$ cat src/rtl/scaler_h_step_ctrl.sv
// Horizontal scaler step sequencer: measures the active input line width, derives the
// 4.12 step in_width/out_width with a serial restoring divider and applies it at frame start.
`timescale 1ns/1ps
module scaler_h_step_ctrl #(
  parameter int unsigned CNT_WIDTH  = 12,
  parameter int unsigned FRAC_BITS  = 12,
  parameter int unsigned STEP_WIDTH = 16
) (
  input  logic                  clk,
  input  logic                  rst_n,
  input  logic [CNT_WIDTH-1:0]  cfg_out_width,
  input  logic                  cfg_valid,
  output logic                  cfg_ready,
  input  logic                  de_i,
  input  logic                  hs_i,
  input  logic                  vs_i,
  output logic [STEP_WIDTH-1:0] scale_step_h,
  output logic                  step_upd_o,
  output logic [CNT_WIDTH-1:0]  in_width_o,
  output logic                  busy_o,
  output logic                  err_o
);
  localparam int unsigned QW = CNT_WIDTH + FRAC_BITS;
  localparam int unsigned CW = $clog2(QW);
  localparam logic [CW-1:0]         LAST_BIT = CW'(QW - 1);
  localparam logic [QW-1:0]         STEP_MAX = QW'((64'd1 << STEP_WIDTH) - 64'd1);
  localparam logic [STEP_WIDTH-1:0] STEP_ONE = STEP_WIDTH'(64'd1 << FRAC_BITS);
  localparam logic [CNT_WIDTH-1:0]  CNT_MAX  = '1;
  localparam logic [CNT_WIDTH-1:0]  CNT_ONE  = CNT_WIDTH'(1);

  typedef enum logic [1:0] {IDLE, DIVIDE, PENDING} state_t;

  state_t                state_q, state_d;
  logic [CNT_WIDTH-1:0]  pix_cnt_q, pix_cnt_d;
  logic [CNT_WIDTH-1:0]  in_width_q, in_width_d;
  logic                  meas_valid_q, meas_valid_d;
  logic                  width_chg_q, width_chg_d;
  logic [CNT_WIDTH-1:0]  out_width_q, out_width_d;
  logic                  err_q, err_d;
  logic [STEP_WIDTH-1:0] step_q, step_d;
  logic [STEP_WIDTH-1:0] result_q, result_d;
  logic                  upd_q, upd_d;
  logic                  chg_seen_q, chg_seen_d;
  logic [CW-1:0]         cnt_q, cnt_d;
  logic [QW-1:0]         dvd_q, dvd_d;
  logic [CNT_WIDTH-1:0]  rem_q, rem_d;
  logic [CNT_WIDTH-1:0]  div_q, div_d;

  logic                  cfg_acc, cfg_go, frame, start;
  logic [CNT_WIDTH:0]    rem_sh;
  logic [CNT_WIDTH-1:0]  rem_sub;
  logic                  q_bit;
  logic [QW-1:0]         quot;

  assign cfg_ready    = (state_q != DIVIDE);
  assign busy_o       = (state_q != IDLE);
  assign scale_step_h = step_q;
  assign step_upd_o   = upd_q;
  assign in_width_o   = in_width_q;
  assign err_o        = err_q;

  assign cfg_acc = cfg_valid && cfg_ready;
  assign cfg_go  = cfg_acc && (cfg_out_width != '0);
  assign frame   = de_i && vs_i;

  // Quotient bits shift into the dividend register as dividend bits leave it.
  assign rem_sh  = {rem_q, dvd_q[QW-1]};
  assign q_bit   = (rem_sh >= {1'b0, div_q});
  assign rem_sub = rem_sh[CNT_WIDTH-1:0] - div_q;
  assign quot    = {dvd_q[QW-2:0], q_bit};

  always_comb begin
    pix_cnt_d    = pix_cnt_q;
    in_width_d   = in_width_q;
    meas_valid_d = meas_valid_q;
    width_chg_d  = 1'b0;
    if (de_i) begin
      if (hs_i) begin
        pix_cnt_d = CNT_ONE;
        if (pix_cnt_q != '0) begin
          in_width_d   = pix_cnt_q;
          meas_valid_d = 1'b1;
          width_chg_d  = (pix_cnt_q != in_width_q);
        end
      end else if (pix_cnt_q != CNT_MAX) begin
        pix_cnt_d = pix_cnt_q + CNT_ONE;
      end
    end
  end

  always_comb begin
    state_d     = state_q;
    out_width_d = out_width_q;
    err_d       = err_q;
    step_d      = step_q;
    result_d    = result_q;
    upd_d       = 1'b0;
    chg_seen_d  = chg_seen_q;
    cnt_d       = cnt_q;
    dvd_d       = dvd_q;
    rem_d       = rem_q;
    div_d       = div_q;
    start       = 1'b0;

    if (cfg_acc) begin
      if (cfg_out_width == '0) begin
        err_d = 1'b1;
      end else begin
        out_width_d = cfg_out_width;
        err_d       = 1'b0;
      end
    end

    case (state_q)
      IDLE: begin
        if (cfg_go || (width_chg_q && meas_valid_q && (out_width_q != '0))) start = 1'b1;
      end
      DIVIDE: begin
        cnt_d = cnt_q + CW'(1);
        dvd_d = quot;
        rem_d = q_bit ? rem_sub : rem_sh[CNT_WIDTH-1:0];
        if (width_chg_q) chg_seen_d = 1'b1;
        if (cnt_q == LAST_BIT) begin
          if (chg_seen_q || width_chg_q) begin
            start = 1'b1;
          end else begin
            state_d = PENDING;
            if (quot > STEP_MAX) begin
              result_d = '1;
              err_d    = 1'b1;
            end else begin
              result_d = quot[STEP_WIDTH-1:0];
            end
          end
        end
      end
      PENDING: begin
        // The held result is applied even when a restart coincides with the frame start.
        if (frame) begin
          step_d  = result_q;
          upd_d   = 1'b1;
          state_d = IDLE;
        end
        if (cfg_go || width_chg_q) start = 1'b1;
      end
      default: state_d = IDLE;
    endcase

    if (start) begin
      state_d    = DIVIDE;
      cnt_d      = '0;
      rem_d      = '0;
      chg_seen_d = 1'b0;
      dvd_d      = {in_width_q, {FRAC_BITS{1'b0}}};
      div_d      = cfg_go ? cfg_out_width : out_width_q;
    end
  end

  always_ff @(posedge clk) begin
    if (!rst_n) begin
      state_q      <= IDLE;
      pix_cnt_q    <= '0;
      in_width_q   <= '0;
      meas_valid_q <= 1'b0;
      width_chg_q  <= 1'b0;
      out_width_q  <= '0;
      err_q        <= 1'b0;
      step_q       <= STEP_ONE;
      result_q     <= STEP_ONE;
      upd_q        <= 1'b0;
      chg_seen_q   <= 1'b0;
      cnt_q        <= '0;
      dvd_q        <= '0;
      rem_q        <= '0;
      div_q        <= '0;
    end else begin
      state_q      <= state_d;
      pix_cnt_q    <= pix_cnt_d;
      in_width_q   <= in_width_d;
      meas_valid_q <= meas_valid_d;
      width_chg_q  <= width_chg_d;
      out_width_q  <= out_width_d;
      err_q        <= err_d;
      step_q       <= step_d;
      result_q     <= result_d;
      upd_q        <= upd_d;
      chg_seen_q   <= chg_seen_d;
      cnt_q        <= cnt_d;
      dvd_q        <= dvd_d;
      rem_q        <= rem_d;
      div_q        <= div_d;
    end
  end
endmodule
$ cat config.mk
export PLATFORM = sky130hd
export DESIGN_NAME = scaler_h_step_ctrl
export DESIGN_NICKNAME = d
export VERILOG_FILES = /design/src/rtl/scaler_h_step_ctrl.sv
export SDC_FILE = /design/constraint.sdc
export NUM_CORES = 1
export LEC_CHECK = 0
export CAP_MARGIN = 30
export CORE_ASPECT_RATIO = 0.9
export CORE_UTILIZATION = 40
export CTS_CLUSTER_DIAMETER = 200
export CTS_CLUSTER_SIZE = 20
export DETAILED_ROUTE_END_ITERATION = 6
export GPL_ROUTABILITY_DRIVEN = 0
export PLACE_DENSITY = 0.67
export SLEW_MARGIN = 20
export SYNTH_ARGS = -nofsm -noshare
export SYNTH_HDL_FRONTEND = slang
export SYNTH_SLANG_ARGS = --single-unit
$ cat constraint.sdc
create_clock -name clk -period 2.6 [get_ports clk]
set_clock_uncertainty 0.1 [all_clocks]
set_input_delay 0.26 -clock clk [delete_from_list [all_inputs] [get_ports clk]]
set_output_delay 0.26 -clock clk [all_outputs]
set_load 0.05 [all_outputs]
Word-level counts from Yosys, hierarchy flattened
Index checks and enable logic that the tools add are counted.
W data, S select, Z words.
{"block": "totals", "input_bits": 18, "register_bits": 128, "out_inout_bits": 32, "elab_cells": 90}
{"block": "classes", "n_reduce_logical": 27, "n_bitwise": 4, "n_eq_ne": 13, "mux": 24, "n_addsub": 3, "order_cmp": 2}
{"operator": "$mux W12", "count": 4}
{"operator": "$mux W24", "count": 2}
{"operator": "$reduce_bool A12 Y1", "count": 3}
{"operator": "$gt A24 B16 Y1 const B", "count": 1}
{"operator": "$mux W16", "count": 1}
{"operator": "$ge A13 B12 Y1", "count": 1}
{"operator": "$add A12 B1 Y12 const B", "count": 1}
{"operator": "$logic_not A12 Y1", "count": 1}
{"operator": "$mux W1", "count": 12}
{"operator": "$ne A12 B12 Y1", "count": 1}
{"operator": "$ne A12 B12 Y1 const B", "count": 1}
{"operator": "$reduce_and A4 Y1", "count": 3}
{"operator": "$sub A12 B12 Y12", "count": 1}
{"operator": "$reduce_and A2 Y1", "count": 5}
{"operator": "$ne A3 B3 Y1 const B", "count": 3}
{"operator": "$ne A2 B2 Y1 const B", "count": 4}
{"operator": "$mux W2", "count": 3}
{"operator": "$pmux W2 S3", "count": 1}
{"operator": "$reduce_and A3 Y1", "count": 2}
{"operator": "$reduce_bool A2 Y1", "count": 3}
{"operator": "$add A5 B1 Y5 const B", "count": 1}
{"operator": "$eq A5 B5 Y1 const B", "count": 1}
{"operator": "$logic_and A1 B1 Y1", "count": 5}
{"operator": "$not A1 Y1", "count": 4}
{"operator": "7 further kinds", "count": 9}

Longest topological paths before layout
Gate-level depths: netlist of the first run.
{"block": "depth", "word_depth": 8, "mapped_depth": 9, "mapped_depth_nobuf": 9}

Worst setup path after synthesis of the first run
Ideal clock, no wire load.
{"block": "synth_timing", "kind": "reg-to-reg", "startpoint": "reg div_q[2]", "endpoint": "reg rem_q[11]", "path_stages_with_launch": 10, "path_buffers": 1, "path_slack_ps": 265, "setup_ps": 86, "t_arrival_ps": 2150, "synth_period_minus_slack_ps": 2335, "required_time_ps": 2414, "cell_sequence": "dfxtp_1 -> inv_1 -> ha_1 -> a211o_1 -> a221o_1 -> o2111ai_2 -> a31oi_2 -> buf_6 -> mux2i_1 -> a211oi_1"}
{"block": "synth_via", "elab_chain_cells": 2, "elab_cells_between_ends": 3, "classes_between": "add/sub (1); order compare (1); mux (1)"}
{"item": "from (decl)", "line": "47", "text": "logic [CNT_WIDTH-1:0] div_q, div_d;"}
{"item": "from (signal assigned)", "line": "191", "text": "div_q <= div_d;"}
{"item": "$sub A12 B12 Y12 or $ge A13 B12 Y1 (tied branches)", "line": "69, 68"}
{"item": "$mux W12 *", "line": "121", "text": "rem_d = q_bit ? rem_sub : rem_sh[CNT_WIDTH-1:0];"}
{"item": "to (signal assigned)", "line": "190", "text": "rem_q <= rem_d;"}
{"item": "to (decl)", "line": "46", "text": "logic [CNT_WIDTH-1:0] rem_q, rem_d;"}
Every way passes the cells marked *; elsewhere a longest branch is shown, timed or not.
A chain may end at the register's enable or synchronous reset.

Worst setup path in the final report of the first run
{"block": "layout_timing", "startpoint": "reg div_q[1]", "endpoint": "reg rem_q[11]"}
Same word-level chain as after synthesis.

==> results.ini, run 1 <==
[status]
status = complete, no violations

[detailed_routing]
wl_per_cell_um = 15.1
ant_nets = 0
viasPerCell = 5.41
drtIter0Drc = 285
drt_pass1_iterations = 6
routed-via-count = 4860
drcViolationCount = 0
wl_um = 13600

[yosys]
yosysSeqAreaShare_pct = 45.5
synth-edff-count = 0
async_flop_share_pct = 0
synth_top_area_share_pct = 45.5
ys.flop_type = dfxtp_1
syn_area_per_cell_um2 = 8.66
yosysWarningCount = 0
synthCells = 651
syn-num-nets = 685
ys_seq_elements = 128
yosys.area.top_type = dfxtp_1
synth_area_mm2 = 0.00564
yosys-top-cells-area = dfxtp_1 (45%), nand2_1 (6.7%), mux2i_1 (5.5%)
ys_types = 52

[grt]
grt_pass1_wl_um = 22700
antenna_found_initial = 0
grt_use_total_pct = 19.8
grt_pass1_vias = 4759
grt_max_degree = 58
grt-ovfl-total = 0

[worst_setup_path]
critPathMaxStageDelay_ns = 0.38
r2r_setup_slack_ns = 0.15
worst_ep_required_time_ns = 2.82
crit_chain = inv_1 > ha_1 > and4_1 > a221o_1 > buf_4 > a221o_1 > nor4_2 > mux2i_1 > a211oi_1
path_max_fanout = 4
arrival_ns = 2.68
crit_top_cell = a221o_1
end_kind = flop
startpoint_type = flop
path_class = reg2reg
path_delay_family = compound AO/OA/AOI/OAI gates
cp_num_buf_inv = 2
cpMaxStageDelayCell = a221o_1

[timing]
setup_viol = 0
max_freq_mhz = 407
slew_headroom_pct = 51.7
hold_violations = 0
final-max-slew-violation-count = 0
min_period_over_period_pct = 94.4
worstMarginPinSlew_ns = 0.718
setup_tns_ns = 0
period_minus_slack_ns = 2.45
rsz0062_at_grt = no

[hold_path]
worstHoldPathType = reg2reg

[cts]
numClockSinks = 128
cts.root.buffer_cell = clkbuf_16
htree_num_levels = 4
cts_hold_buf = 0
clockBufferDepth = 2
clk_latency_ns = 0.41
cts_buffers = 17
clk_pin_slew_ns = 0.05
cts_tree = yes

[layout]
fin_nets = 732
n_antenna_cell = 0
syn_to_final_growth_pct = 23.3
design_area_mm2 = 0.00695
drive_gt1_share_pct = 10.4

[power]
power_leakage_nw = 2.61
ir_worst_vdd_uv = 500
p_per_area_mw_per_mm2 = 725
finalPower_mw = 5.03

[flow_run]
drv_cap = 0

[floorplanning]
die_h_um = 115
std_cell_rows = 40
core_area_mm2 = 0.0136
io_pins = 50
initial_core_util_pct = 41.5
die_width_um = 127
die-area_mm2 = 0.0146

[place]
place_area_mm2 = 0.00636
hpwlAfterDp_um = 9280
portBuffers = 49

==> where the power goes <==
group	leakage (nW)	switching (mW)	internal, mW	total [mW]
Clock	0.281	0.809	1.45	2.26
Combinational	1.29	0.415	0.311	0.726
Sequential	1.04	0.0355	2.01	2.05
==> cells by family (layout without fill, tap and decap cells) <==
| kind of cell | count (synthesis) | after routing | synth area share [%] |
|---|---|---|---|
| fa+ha+maj | 16 | 16 | 3.69 |
| xor+xnor | 31 | 31 | 4.82 |
| buf+inv | 58 | 116 | 4.11 |
| compound gates | 126 | 126 | 15.6 |
| simple gates | 261 | 261 | 20.8 |
| mux | 31 | 31 | 5.51 |
| flops | 128 | 128 | 45.5 |
==> cell type report <==
class / instances / area (um^2)
clock buffer: 25 / 515
clock inverter: 5 / 52.6
fill: 1243 / 6620
inverter: 19 / 71.3
multi-input combinational: 465 / 2860
sequential: 128 / 2560
tap: 189 / 236
timing repair buffer: 67 / 648
==> routing by layer <==
metal,share of wire [%],track usage (%),vias to the layer above
met5,0,0,-
met4,1.9,9.52,0
met2,46,31.8,144
li1,-,-,2385
met1,47,25.5,2307
met3,4.8,3.97,24
==> worst min-delay path, stage by stage, from the launching register on <==
cell,delay [ns]
dfxtp_1,0.31
nand2_1,0.05
a21oi_1,0.05
==> synth_stat cells, types with 6 or more instances <==
library cell,n
and3_1,6
xor2_1,23
nor2_1,72
nand2_1,100
nand3_1,30
nor3_1,10
nand4_1,7
o221a_2,15
mux2i_1,31
a21oi_1,46
a211oi_1,24
nor4_1,13
a31oi_1,15
clkbuf_1,33
xnor2_1,8
inv_1,17
ha_1,15
dfxtp_1,128
==> path summary, 6_finish.rpt <==
| check | startpoint | to | cells after the start |
|---|---|---|---|
| hold reg to reg | scale_step_h[1] | scale_step_h[1] | 2 |
| hold / removal | scale_step_h[1] | scale_step_h[1] | 2 |
| setup reg to reg | div_q[1] | rem_q[11] | 9 |
| setup / recovery | div_q[1] | rem_q[11] | 9 |
==> cell usage in the layout (no fill, tap or decap), types with 13 or more instances in the layout <==
cell type | netlist | routed
dfxtp_1 | 128 | 128
nand2_1 | 100 | 100
nor2_1 | 72 | 72
clkdlybuf4s50_1 | 0 | 48
a21oi_1 | 46 | 46
mux2i_1 | 31 | 31
nand3_1 | 30 | 30
xor2_1 | 23 | 23
a211oi_1 | 24 | 23
inv_1 | 17 | 17
clkbuf_16 | 0 | 17
buf_4 | 0 | 17
o221a_2 | 15 | 15
a31oi_1 | 15 | 15
ha_1 | 15 | 14
nor4_1 | 13 | 13
==> stage by stage <==
step | hold WS [ns] | util [%] | setup slack (ns) | cells
5_1_grt | 0.370 | 51.2 | 0.0191 | 898
4_1_cts | 0.359 | 51.1 | 0.0386 | 898
3_3_place_gp | 0.345 | 46.9 | 0.161 | 868
2_1_floorplan | 0.321 | - | 0.265 | 651
6_report | 0.357 | 51.2 | 0.146 | 898
3_5_place_dp | 0.350 | 46.9 | 0.0341 | 868
==> registers in the layout, summed over array words and instances, names as in the netlist <==
register / cells
chg_seen_q: 1
cnt_q: 5
div_q: 12
dvd_q: 24
err_o: 1
in_width_o: 12
meas_valid_q: 1
out_width_q: 12
pix_cnt_q: 12
rem_q: 12
result_q: 16
scale_step_h: 16
state_q: 2
step_upd_o: 1
width_chg_q: 1
==> what timing repair did <==
action | CTS | global route
setup endpoints to repair | 0 | 3
setup buffers | 0 | 0
resized for setup | 0 | 2
Note: power is estimated with default switching activity, not from simulation.
==> inputs of run 2 (changes only) <==
Settings changed: CORE_UTILIZATION 40 to 43, GPL_ROUTABILITY_DRIVEN 0 to not set, PLACE_DENSITY 0.67 to 0.7.
==> run 2 against run 1 <==
Compared with the run above: clock power increased by 8%; via count shrank 0.84%; maximum frequency is 0.95% lower; first-iteration DRC count fell by 7.4%; final cell count is 2.3% lower; power grew 4.3%; critical endpoint unchanged; largest power group unchanged; highest routed layer unchanged.
==> results.ini, run 2 (synthesis gave the netlist of run 1 again) <==
[status]
status = complete, no violations

[floorplanning]
die_width_um = 123  ; -3.5%
initial_core_util_pct = 44.2  ; +2.7 points
die-area_mm2 = 0.0136  ; -6.9%
die_h_um = 111  ; -3.5%
std_cell_rows = 39  ; -2.5%
io_pins = 50  ; unchanged
core_area_mm2 = 0.0127  ; -6.1%

[place]
post-place-cells = 843  ; -2.9%
place.gp.congestion = 0.838
dp_slack_ns = 0.0649  ; +0.0308 ns
portBuffers = 49  ; unchanged
hpwlAfterDp_um = 9080  ; -2.2%

[timing]
hold_violations = 0  ; unchanged
fin_hold_ws_ns = 0.356  ; -0.00115 ns
worstMarginPinSlew_ns = 0.680  ; -0.0378 ns
setup_viol = 0  ; unchanged
period_minus_slack_ns = 2.48  ; +0.0237 ns
min_period_over_period_pct = 95.3  ; +0.91 points
rsz0062_at_grt = yes
slew_headroom_pct = 54.5  ; +2.8 points
final-max-slew-violation-count = 0  ; unchanged
max_freq_mhz = 404  ; -0.95%
setup_slack_ns = 0.122  ; -0.0237 ns

[grt]
use_met1_pct = 26.8  ; +1.3 points
antenna_found_initial = 0  ; unchanged
grt-ovfl-total = 0  ; unchanged
grt.met2_usage_pct = 31.7  ; -0.035 points
grt.met3_usage_pct = 3.82  ; -0.15 points
grt_pass1_wl_um = 21900  ; -3.6%
grt_max_degree = 58  ; unchanged
grt_use_total_pct = 20.4  ; +0.59 points
grt.busiest_layer = met2
grt_pass1_vias = 4544  ; -4.5%

[worst_setup_path]
path_max_fanout = 4  ; unchanged
end_kind = flop
cp-startpoint = div_q[3]
r2r_start = div_q[3]
startpoint_type = flop
path_class = reg2reg
arrival_ns = 2.71  ; +0.03 ns
worst_ep_required_time_ns = 2.83  ; about the same

[layout]
largest_register = dvd_q
fin_nets = 734  ; +0.27%
seq_area_mm2 = 0.00256  ; unchanged
n_antenna_cell = 0  ; unchanged
syn_to_final_growth_pct = 24.1
final_cells = 877  ; -2.3%
final_common_cell = dfxtp_1
multi_input_area_mm2 = 0.00287  ; +0.44%
layout_common_cells = dfxtp_1 (128), nand2_1 (100), nor2_1 (72)
drive_gt1_share_pct = 11.1  ; +0.64 points
largest_reg_flops = 24  ; unchanged
nFillCells = 1092  ; -12%

[hold_path]
worstHoldPathType = reg2reg
min-delay-start = result_q[4]

[detailed_routing]
viasPerCell = 5.49  ; +1.5%
wl_per_cell_um = 15.0  ; -0.85%
drt_pass1_iterations = 4  ; -2
wl_um = 13100  ; -3.2%
routed-via-count = 4819  ; -0.84%
drcViolationCount = 0  ; unchanged
ant_nets = 0  ; unchanged
drtIter0Drc = 264  ; -7.4%

[cts]
cts.root.buffer_cell = clkbuf_16
clk_latency_ns = 0.41  ; about the same
numClockSinks = 128  ; unchanged
cts_tree = yes
cts_hold_buf = 0  ; unchanged
clockBufferDepth = 2  ; unchanged
htree_num_levels = 4  ; unchanged
clk_pin_slew_ns = 0.06  ; about the same
cts_buffers = 17  ; unchanged

[power]
pwr-share-comb_pct = 14.4  ; about the same
swShare_pct = 24.8  ; -0.25 points
finalPower_mw = 5.25  ; +4.3%
p_int_mw = 3.95  ; +4.6%
clockPowerShare_pct = 46.5  ; +1.6 points
pwr-share-seq_pct = 39.0  ; -1.7 points
p_per_area_mw_per_mm2 = 750  ; +3.6%
p_sw_mw = 1.30  ; +3.2%
power_leakage_nw = 2.63  ; +0.83%
ir_worst_vdd_uv = 525  ; +5.0%

[flow_run]
drv_cap = 0  ; unchanged

## run 2: final cells by class
class	count	area share, %
repair buffers	69	9.48
well taps	164	2.93
inverters	19	1.02
clock buffers	23	6.98
multi-input cells	465	41.1
flip-flops and latches	128	36.6
clock inverters	9	1.86
## run 2: what timing repair did
item / in CTS / in global routing
endpoints found under the setup margin: 0 / 6
resized for setup: 0 / 4
setup buffers: 0 / 2
## run 2: final timing paths
path	to	slack [ns]	depth (start not counted)
max	rem_q[11]	0.12	9
min	scale_step_h[4]	0.36	2
max reg2reg	rem_q[11]	0.12	9
min reg2reg	scale_step_h[4]	0.36	2
## run 2: critical path, cell delays in order, from the launching register on
cell and delay (ns):
dfxtp_1 0.33, inv_1 0.05, ha_1 0.33, o21a_1 0.24, a221o_1 0.37, buf_4 0.16, a221o_1 0.32, nor4_2 0.16
mux2i_1 0.11, a211oi_1 0.22
## run 2: through the flow
step | util, % | TNS, ns | instance area, um^2
2_1_floorplan | - | 0 | 5640
3_3_place_gp | 49.7 | 0 | 6330
3_5_place_dp | 49.7 | 0 | 6330
4_1_cts | 54.6 | 0 | 6950
5_1_grt | 54.9 | -0.0241 | 6990
6_report | 54.9 | 0 | 6990
## run 2: layer usage
| layer | wire length (um) | vias to the layer above |
|---|---|---|
| li1 | - | 2393 |
| met1 | 6330 | 2283 |
| met2 | 6080 | 119 |
| met3 | 521 | 24 |
| met4 | 217 | 0 |
| met5 | 0 | - |
## run 2: power by group through the flow
stage | Sequential, mW | Combinational (mW) | Clock [mW]
2_1_floorplan | 2.08 | 0.524 | 0
3_3_place_gp | 2.09 | 0.696 | 0
3_5_place_dp | 2.09 | 0.719 | 0
4_1_cts | 2.05 | 0.726 | 2.48
5_1_grt | 2.05 | 0.822 | 2.58
6_report | 2.05 | 0.758 | 2.44
==> inputs of run 3 (changes only) <==
Settings changed: ABC_AREA set to 1, SKIP_LAST_GASP set to 1.
==> run 3 against run 2 <==
Compared with the run above: power increased by 1.7%; non-clock buffer count shrank 9; critical path type unchanged; worst hold slack got worse by 0.0054 ns; global-route usage decreased by 0.24 points; first-iteration DRC count rose by 5.3%; final cell count rose by 25%; register-to-register slack better by 0.15 ns; critical endpoint is now rem_q[10]; clock power down 10%; sequential share of layout area fell by 1.4 points.
==> results.ini, run 3 <==
[status]
status = complete, no violations

[detailed_routing]
drt_pass1_iterations = 5  ; +1
drcViolationCount = 0  ; unchanged
drtIter0Drc = 278  ; +5.3%
ant_nets = 0  ; unchanged
wl_per_cell_um = 12.5  ; -16%
wl_um = 13700  ; +4.4%
routed-via-count = 5342  ; +11%
viasPerCell = 4.88  ; -11%

[cts]
clk_latency_ns = 0.41  ; about the same
cts.root.buffer_cell = clkbuf_16
numClockSinks = 128  ; unchanged
htree_num_levels = 4  ; unchanged
cts_hold_buf = 0  ; unchanged
cts_buffers = 17  ; unchanged
cts_tree = yes
clockBufferDepth = 2  ; unchanged
clk_pin_slew_ns = 0.06  ; about the same
post-cts-setup-buffers = 0  ; unchanged
cts_resized = 0  ; unchanged

[layout]
layout_common_cells = nand2_1 (182), dfxtp_1 (128), nor2_1 (112)
largest_register = dvd_q
syn_to_final_growth_pct = 19.5
drive_gt1_share_pct = 7.07  ; -4.0 points
largest_reg_flops = 24  ; unchanged
n_antenna_cell = 0  ; unchanged
final_cells = 1094  ; +25%
fin_nets = 926  ; +26%
nFillCells = 1343  ; +23%
postLayoutCoreUtil_pct = 53.6  ; -1.3 points
final_common_cell = nand2_1

[yosys]
synth_area_mm2 = 0.00608  ; +7.9%
yosys-top-cells-area = dfxtp_1 (42%), nand2_1 (11%), nor2_1 (6.9%)
async_flop_share_pct = 0  ; unchanged
yosysSeqAreaShare_pct = 42.1  ; -3.3 points
ys_types = 46  ; -12%
syn-num-nets = 886  ; +29%
synth-edff-count = 0  ; unchanged
synthCells = 852  ; +31%
ys.flop_type = dfxtp_1
syn_area_per_cell_um2 = 7.14  ; -18%
yosysWarningCount = 0  ; unchanged
synth_commonest_cells = nand2_1 (182), dfxtp_1 (128), nor2_1 (112)
yosys.area.top_type = dfxtp_1
synth_top_area_share_pct = 42.1  ; -3.3 points
synth.most_common_cell = nand2_1
ys_seq_elements = 128  ; unchanged

[power]
p_per_area_mw_per_mm2 = 734  ; -2.2%
power_leakage_nw = 3.15  ; +20%
finalPower_mw = 5.34  ; +1.7%
ir_worst_vdd_uv = 465  ; -12%

[place]
hpwlAfterDp_um = 9880  ; +8.8%
portBuffers = 49  ; unchanged
post-place-cells = 1062  ; +26%
place.gp.congestion = 0.876  ; +4.5%
dp_slack_ns = 0.267  ; +0.202 ns

[hold_path]
worstHoldPathType = reg2reg
min-delay-start = chg_seen_q
whs_path_depth = 2  ; unchanged
whs_endpoint = chg_seen_q

[timing]
setup_tns_ns = 0  ; unchanged
worstMarginPinSlew_ns = 0.566  ; -0.115 ns
slew_headroom_pct = 62.2  ; +7.7 points
setup_viol = 0  ; unchanged
max_freq_mhz = 429  ; +6.3%
rsz0062_at_grt = no
period_minus_slack_ns = 2.33  ; -0.147 ns
min_period_over_period_pct = 89.7  ; -5.6 points
setup_slack_ns = 0.268  ; +0.147 ns
final-max-slew-violation-count = 0  ; unchanged
hold_violations = 0  ; unchanged

[grt]
grt_pass1_wl_um = 23500  ; +7.3%
grt_use_total_pct = 20.1  ; -0.24 points
antenna_found_initial = 0  ; unchanged
grt_max_degree = 43  ; -26%
grt.busiest_layer = met2
grt-ovfl-total = 0  ; unchanged
grt_pass1_vias = 4959  ; +9.1%
grt.met3_usage_pct = 4.98  ; +1.2 points
grt.met2_usage_pct = 33.3  ; +1.6 points
use_met1_pct = 25.9  ; -0.95 points

[worst_setup_path]
crit_chain = inv_1 > ha_1 > fa_1 > o21ai_0 > nand2_1 > nand2_1 > nand2_1 > nand2_1 > nand2_1 > nand3_1 > inv_1 > nor2_1 > nor2_1
ff2ff_path_depth = 13  ; +4
crit_top_cell = nand2_1
reg2reg_to = rem_q[10]
path_class = reg2reg
startpoint_type = flop
critical_path_depth = 13  ; +4
arrival_ns = 2.53  ; -0.18 ns
end_kind = flop
r2r_start = dvd_q[23]
cp_num_buf_inv = 2  ; unchanged
path_delay_family = adder cells
path_max_fanout = 3  ; -1
r2r_setup_slack_ns = 0.27  ; +0.15 ns
worst_ep_required_time_ns = 2.80  ; -0.03 ns
cpMaxStageDelayCell = fa_1
critPathMaxStageDelay_ns = 0.42  ; +0.05 ns

[floorplanning]
die_width_um = 127  ; +3.8%
core_area_mm2 = 0.0136  ; +6.5%
initial_core_util_pct = 44.9  ; +0.60 points
die_h_um = 115  ; +3.8%
io_pins = 50  ; unchanged
std_cell_rows = 40  ; +2.6%
die-area_mm2 = 0.0146  ; +7.8%

[flow_run]
drv_cap = 0  ; unchanged

run 3: cell count changes after synthesis, moves of 15 or more:
cell	before	now
inv_1	17	109
nand2_1	100	182
o21ai_0	4	48
nor2_1	72	112
mux2i_1	31	0
a211oi_1	24	2
clkbuf_1	33	16
a21oi_1	46	62
o221a_2	15	0
run 3: metal layers:
metal / vias up / wire length [um]
met3: 15 / 493
met4: 0 / 212
met5: - / 0
li1: 2820 / -
met1: 2419 / 6690
met2: 88 / 6330
run 3: power by group:
| group | internal, mW | total, mW | switching (mW) |
|---|---|---|---|
| sequential | 2.04 | 2.09 | 0.0476 |
| combinational | 0.363 | 1.05 | 0.690 |
| clock | 1.36 | 2.19 | 0.834 |
run 3: how the worst max path moves through the flow:
stage	from	endpoint	slack (ns)
after floorplan	dvd_q[23]	rem_q[10]	0.59
after global placement	cfg_valid	div_q[11]	0.27
after detailed placement	cfg_valid	div_q[11]	0.27
after CTS	dvd_q[23]	rem_q[10]	0.30
after global routing	dvd_q[23]	rem_q[10]	0.06
final	dvd_q[23]	rem_q[10]	0.27
run 3: tightest hold or removal path: cells and delay by family (launching register included):
| kind | cells | cell delay (ns) |
|---|---|---|
| buffers and inverters | 1 | 0.05 |
| DFF | 1 | 0.31 |
| AOI/OAI and AO/OA | 1 | 0.05 |
run 3: cell families (layout without fill, tap and decap cells):
| family | count (synthesis) | count (layout) | synth area share (%) |
|---|---|---|---|
| AND/OR/NAND/NOR | 382 | 382 | 27.1 |
| AO/OA/AOI/OAI | 149 | 149 | 13.9 |
| buffers and inverters | 154 | 207 | 10.2 |
| XOR/XNOR | 23 | 23 | 3.31 |
| flip-flops | 128 | 128 | 42.1 |
| adder cells (fa/ha/maj) | 16 | 16 | 3.41 |
run 3: area by class of cell:
| type | instances | area, um^2 | area share, % |
|---|---|---|---|
| Clock buffer | 22 | 464 | 6.39 |
| Clock inverter | 10 | 87.6 | 1.21 |
| Inverter | 115 | 432 | 5.94 |
| Multi-Input combinational cell | 570 | 2900 | 39.9 |
| Sequential cell | 128 | 2560 | 35.3 |
| Tap cell | 189 | 236 | 3.25 |
| Timing Repair Buffer | 60 | 583 | 8.02 |
run 3: per-stage QoR:
step           hold slack (ns)  area [um^2]
3_5_place_dp             0.337         6720
2_1_floorplan            0.318         6080
3_3_place_gp             0.331         6720
4_1_cts                  0.350         7270
5_1_grt                  0.375         7270
6_report                 0.350         7270
==> variant: new RTL, config.mk and constraints of run 2 <==
Make the reset (`rst_n`) asynchronous in one clocked block.
--- a/src/rtl/scaler_h_step_ctrl.sv
+++ b/src/rtl/scaler_h_step_ctrl.sv
@@ -157,5 +157,5 @@
   end
 
-  always_ff @(posedge clk) begin
+  always_ff @(posedge clk or negedge rst_n) begin
     if (!rst_n) begin
       state_q      <= IDLE;
Check against the original RTL: differs if rst_n is asserted again (counterexample within 4 cycles, from zero or initial values and one cycle with rst_n low); with rst_n held inactive, the same outputs for 10 cycles.
==> variant against run 2 <==
The run now ends with DRC left. Worst setup slack improved by 30 ps. Area after synthesis is 4.8% higher. Maximum frequency increased by 1.2%. Die area is 4.7% higher. Design area increased by 3.6%. Wire length down 3.0%. Sequential cell count is the same.
Power is not compared: it rests on default switching activity, and its combinational part moved more than twofold at a synthesized area within 25%.
==> variant: results (changes against run 2) <==
- Status: complete, but fails checks
- Failing checks: DRC
- Final nets: 651 (-11%)
- RR Endpoint: rem_q[3]$_DFFE_PN0P_
- Count of non-CTS buffers in the layout: 74 (+7.2%)
- CP Data Arrival Time: 2640 ps (-70 ps)
- Multi-input gate area: 0.00250 mm^2 (-13%)
- HP Class: input port to async pin
- DRC errors left: 8 (+8)
- Initial DRT Pass Iterations: 7 (+3)
- Max FO, Critical Path: 14 (+10)
- Met3 Resource Use GR: 3.97% (+0.15 points)
- WL met3: 677 um (+30%)
- FILL cells: 1,106 (+1.3%)
- Clock tree cell share of total cell area: 7.49% (-1.3 points)
- Post-route minimum period: 2450 ps (-29.8 ps)
- WHS: 279 ps (-76.8 ps)
- Place WS: 136 ps (+70.8 ps)
- Post-synthesis mux area share: 4.83% (-0.68 points)
- Post-synthesis net count: 583 (-15%)
- Setup crit end: rem_q[3]$_DFFE_PN0P_
- FF-to-FF setup slack: 150 ps (+30 ps)
- Area delta synth->final: 22.7%
- Cell variety after synth: 58 (+12%)
- Most instantiated cells after synthesis: 126 x dfrtp_1, 101 x nand2_1, 26 x nor2_1
- Post-synthesis async set-or-reset flop share: 100% (+100 points)
- Seq/Total Area, Yosys: 54.3% (+8.8 points)
- Placed inst area: 0.00670 mm^2 (+5.8%)
- FF/Latch Area: 0.00321 mm^2 (+25%)
- #MultiIn Comb: 373 (-20%)
- Num sequential: 128 (unchanged)
- Vias per Instance: 5.54 (+0.90%)
- Syn avg cell area: 10.8 um^2 (+24%)
- WL met2: 5.44 mm (-10%)
- Fraction of layout instances using a drive strength above 1: 14.6% (+3.5 points)
- Post-Syn Area: 0.00591 mm^2 (+4.8%)
- Post-Synth XOR/XNOR Area: 4.74% (-0.073 points)
- Vias in the first global route: 4,300 (-5.4%)
- Inverters: 23 (+4)
variant: cell types whose count changed after synthesis, moves of 24 or more:
cell / run 2 / this run
dfxtp_1: 128 / 0
dfrtp_1: 0 / 126
nor2_1: 72 / 26
a21oi_1: 46 / 15
mux2i_1: 31 / 0
mux2_2: 0 / 24
variant: cells by family (layout without fill, tap and decap cells):
logic type | Yosys count | in the layout
xor+xnor | 32 | 32
buf+inv | 48 | 128
flops | 128 | 128
fa+ha+maj | 16 | 16
simple gates | 185 | 185
mux | 25 | 25
compound gates | 115 | 115
variant: repair_timing:
item                       4_1_cts  5_1_grt
setup endpoints to repair        1        3
resized for setup                1        1
hold buffers                     1        0
pin swaps                        0        0
hold endpoints to repair        35        0
variant: power by group:
part	switching (uW)	total (uW)	internal (uW)
combinational	2060	3790	1730
sequential	506	3200	2690
clock	799	2180	1380
total	3360	9160	5800
